[src/rtl/dl_lshift_arb_pkg.sv]
// Shared defaults for the round-robin left-shift arbiter.
// Derived widths stay local to each module.
package dl_lshift_arb_pkg;
  localparam int DEF_NUM_BITS = 32;
  localparam int DEF_NUM_REQ  = 4;
endpackage

[src/rtl/dl_lshift.sv]
// Combinational logical left shifter: zero fill, result truncated to NUM_BITS.
module dl_lshift #(
  parameter  int NUM_BITS       = 32,
  localparam int NUM_SHIFT_BITS = $clog2(NUM_BITS)
) (
  input  logic [NUM_BITS-1:0]       i_data,
  input  logic [NUM_SHIFT_BITS-1:0] i_shamt,
  output logic [NUM_BITS-1:0]       o_data
);
  assign o_data = i_data << i_shamt;
endmodule

[src/rtl/dl_lshift_arb.sv]
// Round-robin arbiter time-sharing one left shifter among NUM_REQ requesters.
// Registered, id-tagged valid/ready result channel with one-cycle latency.
module dl_lshift_arb
  import dl_lshift_arb_pkg::*;
#(
  parameter  int NUM_BITS       = DEF_NUM_BITS,
  parameter  int NUM_REQ        = DEF_NUM_REQ,
  localparam int NUM_SHIFT_BITS = $clog2(NUM_BITS),
  localparam int ID_BITS        = $clog2(NUM_REQ)
) (
  input  logic                                clk,
  input  logic                                rst_n,
  input  logic [NUM_REQ-1:0]                  req_valid,
  output logic [NUM_REQ-1:0]                  req_ready,
  input  logic [NUM_REQ*NUM_BITS-1:0]         req_in,
  input  logic [NUM_REQ*NUM_SHIFT_BITS-1:0]   req_shamt,
  output logic                                out_valid,
  input  logic                                out_ready,
  output logic [NUM_BITS-1:0]                 out_data,
  output logic [ID_BITS-1:0]                  out_id
);

  // Handshake rule on every channel: a transfer happens on a rising edge where
  // valid and ready are both high; valid never waits on ready, ready may follow valid.

  logic                      r_out_valid;
  logic [NUM_BITS-1:0]       r_out_data;
  logic [ID_BITS-1:0]        r_out_id;
  logic [ID_BITS-1:0]        r_rr_ptr;

  logic                      w_load_en;
  logic                      w_any;
  logic                      w_xfer;
  logic [ID_BITS-1:0]        w_winner;
  logic [ID_BITS-1:0]        w_next_ptr;
  logic [NUM_REQ-1:0]        w_grant;
  logic [NUM_BITS-1:0]       w_sel_data;
  logic [NUM_SHIFT_BITS-1:0] w_sel_shamt;
  logic [NUM_BITS-1:0]       w_shift;

  assign w_load_en = ~r_out_valid | out_ready;

  // First valid requester at or above the pointer, wrapping around.
  always_comb begin
    int idx;
    idx      = 0;
    w_any    = 1'b0;
    w_winner = '0;
    w_grant  = '0;
    for (int k = 0; k < NUM_REQ; k++) begin
      idx = int'(r_rr_ptr) + k;
      if (idx >= NUM_REQ) idx = idx - NUM_REQ;
      if (!w_any && req_valid[idx]) begin
        w_any        = 1'b1;
        w_winner     = idx[ID_BITS-1:0];
        w_grant[idx] = 1'b1;
      end
    end
  end

  assign req_ready  = w_load_en ? w_grant : '0;
  assign w_xfer     = w_load_en & w_any;
  assign w_next_ptr = (w_winner == ID_BITS'(NUM_REQ - 1)) ? '0 : w_winner + 1'b1;

  assign w_sel_data  = req_in[w_winner*NUM_BITS +: NUM_BITS];
  assign w_sel_shamt = req_shamt[w_winner*NUM_SHIFT_BITS +: NUM_SHIFT_BITS];

  dl_lshift #(
    .NUM_BITS (NUM_BITS)
  ) u_lshift (
    .i_data  (w_sel_data),
    .i_shamt (w_sel_shamt),
    .o_data  (w_shift)
  );

  // Drain without a new winner only clears valid; data and id keep their last values.
  always_ff @(posedge clk or negedge rst_n) begin
    if (!rst_n) begin
      r_out_valid <= 1'b0;
      r_out_data  <= '0;
      r_out_id    <= '0;
      r_rr_ptr    <= '0;
    end else if (w_load_en) begin
      if (w_xfer) begin
        r_out_valid <= 1'b1;
        r_out_data  <= w_shift;
        r_out_id    <= w_winner;
        r_rr_ptr    <= w_next_ptr;
      end else begin
        r_out_valid <= 1'b0;
      end
    end
  end

  assign out_valid = r_out_valid;
  assign out_data  = r_out_data;
  assign out_id    = r_out_id;

endmodule

[config.mk]
export PLATFORM = sky130hd
export DESIGN_NAME = dl_lshift_arb
export DESIGN_NICKNAME = d
export VERILOG_FILES = /design/src/rtl/dl_lshift_arb_pkg.sv /design/src/rtl/dl_lshift.sv /design/src/rtl/dl_lshift_arb.sv
export SDC_FILE = /design/constraint.sdc
export NUM_CORES = 1
export LEC_CHECK = 0
export CORE_AREA = 3 3 105 107
export DETAILED_ROUTE_END_ITERATION = 10
export DIE_AREA = 0 0 108 110
export PLACE_DENSITY_LB_ADDON = 0.05
export SETUP_SLACK_MARGIN = 0.2
export SLEW_MARGIN = 15
export SYNTH_ARGS = -nofsm -noshare
export SYNTH_HDL_FRONTEND = slang
export SYNTH_SLANG_ARGS = --single-unit
[constraint.sdc]
create_clock -name clk -period 5.3 [get_ports clk]
set_clock_uncertainty 0.05 [all_clocks]
set_input_delay 1.06 -clock clk [delete_from_list [all_inputs] [get_ports clk]]
set_output_delay 1.06 -clock clk [all_outputs]
set_load 0.02 [all_outputs]
==> impl_metrics.csv <==
group,metric,value,unit
critical_path,startpoint,"req_valid[1]",
cts,ctsHoldBuffers,0,
timing,fmax,0.207,GHz
die,core_area,10200,um^2
synthesis,synth_edf_count,0,
grt,met3_usage,3.79,%
synthesis,synth_top_area_share,20.8,%
detailed_routing,vias,4665,
final_layout,fillCellCount,855,
synthesis,synth_area,4450,um^2
min_path,min_from,"out_data[8]$_DFFE_PN0P_",
synthesis,async_flop_share,100,%
cts,cts_tree,"built",
synthesis,yosys.area.top_type,"dfrtp_1",
critical_path,cp_num_buf_inv,3,
synthesis,syn_area_per_cell,9.79,um^2
final_layout,final_cell_mix,"193 x clkdlybuf4s50_1, 83 x mux2i_1, 42 x nand2_1, 40 x nor2_1, 37 x dfrtp_1",
synthesis,yosysWarningCount,0,
detailed_routing,drt_iter0_markers,317,
final_layout,final_util,65.2,%
power_and_ir_drop,clock_power_share,3.5,%
critical_path,crit_fanout,23,
power_and_ir_drop,ir_drop,0.000336,V
power_and_ir_drop,p_sw,2.86,mW
detailed_routing,final_antenna_net_count,0,
synthesis,syn-num-nets,615,
critical_path,worst_ep_arrival_time,5020,ps
critical_path,crit_type,"in2reg",
power_and_ir_drop,switching_share,52.0,%
power_and_ir_drop,power_density,826,nW/um^2
final_layout,finalNetCount,806,
synthesis,ys_top_cells_by_area,"dfrtp_1 21%, mux2i_1 19%, mux4_2 18%",
flow_run,cap_violations,0,
final_layout,layout-drive-gt1-share,14.5,%
detailed_routing,wl,15.5,mm
synthesis,synth_cells,455,
cts,clock_latency,280,ps
die,initial_core_util,43.5,%
critical_path,cpMaxStageDelayCell,"mux4_2",
critical_path,cp_common_cell,"mux4_2",
die,die_x,108,um
grt,grt_usage,25.4,%
timing,period_needed,4840,ps
status,status,"finished, final reports clean",
power_and_ir_drop,p_int,2.65,mW
power_and_ir_drop,power_leakage,2.75,nW
critical_path,r2r_start,"r_rr_ptr[1]$_DFFE_PN0P_",
timing,slew_headroom,43.7,%
cts,clockRootBuffer,"clkbuf_8",
grt,antenna_found_initial,0,
cts,cts_buffers,5,
grt,grt_overflow,0,
timing,rsz0062_at_grt,"false",
timing,finalMaxSlewViolations,0,
timing,post-route-period-util,91.3,%
grt,met1_usage,34.1,%
placed_design,gp_congestion,0.986,
detailed_routing,wl_per_cell,19.8,um
synthesis,ys_seq_area_share,20.8,%
critical_path,start_kind,"input port",
cts,cts_max_level,2,
synthesis,synthDistinctLibCells,64,
critical_path,max_stage_delay,800,ps
die,top_level_ports,194,
critical_path,cp_top_family,"multiplexers",
die,row_count,37,
detailed_routing,drc,0,
final_layout,syn_to_final_growth,49.8,%
timing,hold_viol,0,
power_and_ir_drop,p_seq_share,8.9,%
critical_path,worst_setup_path_end_kind,"flop",
placed_design,io_buffers,193,
critical_path,path_cells,"clkdlybuf4s50_1 -> mux4_2 -> nor2_1 -> o21ai_2 -> o21a_2 -> inv_4 -> mux4_2 -> buf_4 -> mux2i_1 -> a22oi_1 -> a21oi_1 -> a2111oi_0 -> a221o_1",
power_and_ir_drop,p_comb_share,87.6,%
detailed_routing,viasPerCell,5.96,
final_layout,mostFrequentLayoutCell,"clkdlybuf4s50_1",
die,die_h,110,um
synthesis,synth_seq_cells,37,
die,die_area,11900,um^2
grt,use_met2,44.0,%
grt,grt_pass1_vias,4756,
grt,grt_max_degree,42,
final_layout,antennaDiodeCount,0,
grt,busiest_layer,"met2",
min_path,hold_path_class,"reg2reg",
cts,cts.clk_slew.worst_paths,70,ps
synthesis,synth_ff_type,"dfrtp_1",
placed_design,place_hpwl,12.9,mm
grt,grt_pass1_wl,24.1,mm
timing,setup_viol,0,
critical_path,crit_required,5480,ps
cts,clkSinkCount,37,
cts,clk_path_buf_depth,2,
timing,tightest_slew,821,ps
detailed_routing,first_pass_iters,5,
timing,fin_setup_tns,0,ps
==> power groups by stage <==
stage	Combinational, mW	Clock, mW	Sequential (mW)
finish	4.83	0.190	0.491
global placement	4.65	0	0.493
global route	5.20	0.211	0.506
floorplan	3.30	0	0.619
detailed placement	4.70	0	0.499
CTS	4.72	0.194	0.493
==> state kept, by name, summed over array words and instances (netlist names) <==
name,cells
out_data,32
out_id,2
r_rr_ptr,2
out_valid,1
==> what timing repair did <==
item	in CTS	in global routing
gates resized for setup	0	1
setup buffers	0	5
setup endpoints to repair	0	2
==> kinds of logic (layout without fill, tap and decap cells) <==
kind of cell,after synthesis,count (layout),synth area share [%]
multiplexers,129,129,39.8
AO/OA/AOI/OAI,126,126,21.0
AND/OR/NAND/NOR,108,108,10.8
buffers and inverters,50,242,6.10
flip-flops,37,37,20.8
adder cells (fa/ha/maj),5,5,1.40
==> synthesized netlist by cell type, types with 4 or more instances <==
master	count
o21ai_0	20
a221oi_1	7
ha_1	5
mux4_2	35
mux2_2	6
o22ai_1	4
a22o_1	11
nor3_1	4
buf_2	14
nand2_1	42
clkbuf_1	11
o21a_1	4
o211ai_1	5
buf_4	6
nor2_1	40
buf_6	5
dfrtp_1	37
a22oi_1	15
mux2i_1	83
inv_1	11
o22a_1	6
a21oi_1	16
==> worst paths after layout <==
| path | end | slack, ps | depth (start not counted) |
|---|---|---|---|
| max | out_data[27]$_DFFE_PN0P_ | 460 | 13 |
| min | out_data[8]$_DFFE_PN0P_ | 430 | 1 |
| max reg2reg | out_data[27]$_DFFE_PN0P_ | 730 | 14 |
| min reg2reg | out_data[8]$_DFFE_PN0P_ | 430 | 1 |
| max in group asynchronous | out_data[12]$_DFFE_PN0P_ | 3730 | 2 |
| min in group asynchronous | out_id[1]$_DFFE_PN0P_ | 1140 | 2 |
==> stage by stage <==
| stage | cells | total power, mW | setup slack (ps) | hold slack [ps] | cell area [um^2] |
|---|---|---|---|---|---|
| detailed placement | 770 | 5.20 | 136 | 417 | 6540 |
| global placement | 770 | 5.15 | 211 | 411 | 6540 |
| finish | 783 | 5.51 | 460 | 430 | 6670 |
| global route | 783 | 5.91 | 303 | 447 | 6670 |
| floorplan | 455 | 3.92 | 1170 | 537 | 4450 |
| CTS | 778 | 5.41 | 411 | 433 | 6630 |
==> area by class of cell <==
cell class	count	area (um^2)	area share [%]
clock inverters	3	17.5	0.263
multi-input cells	368	3270	49.0
clock buffers	5	68.8	1.03
flip-flops and latches	37	926	13.9
well taps	136	170	2.55
repair buffers	221	2170	32.5
inverters	13	51.3	0.769
==> metal layers <==
| metal | share of wire, % | vias to the layer above |
|---|---|---|
| li1 | - | 2166 |
| met1 | 42 | 2259 |
| met2 | 50 | 224 |
| met3 | 7.0 | 16 |
| met4 | 1.3 | 0 |
| met5 | 0 | - |
==> worst reg2reg max path: stages (launching register included) <==
cell and delay, ps:
dfrtp_1 530, inv_1 130, ha_1 410, mux4_2 620, nor2_1 160, o21ai_2 80, o21a_2 160, inv_4 100
mux4_2 800, buf_4 270, mux2i_1 170, a22oi_1 280, a21oi_1 110, a2111oi_0 470, a221o_1 170
Power figures use the tool's default switching activity.
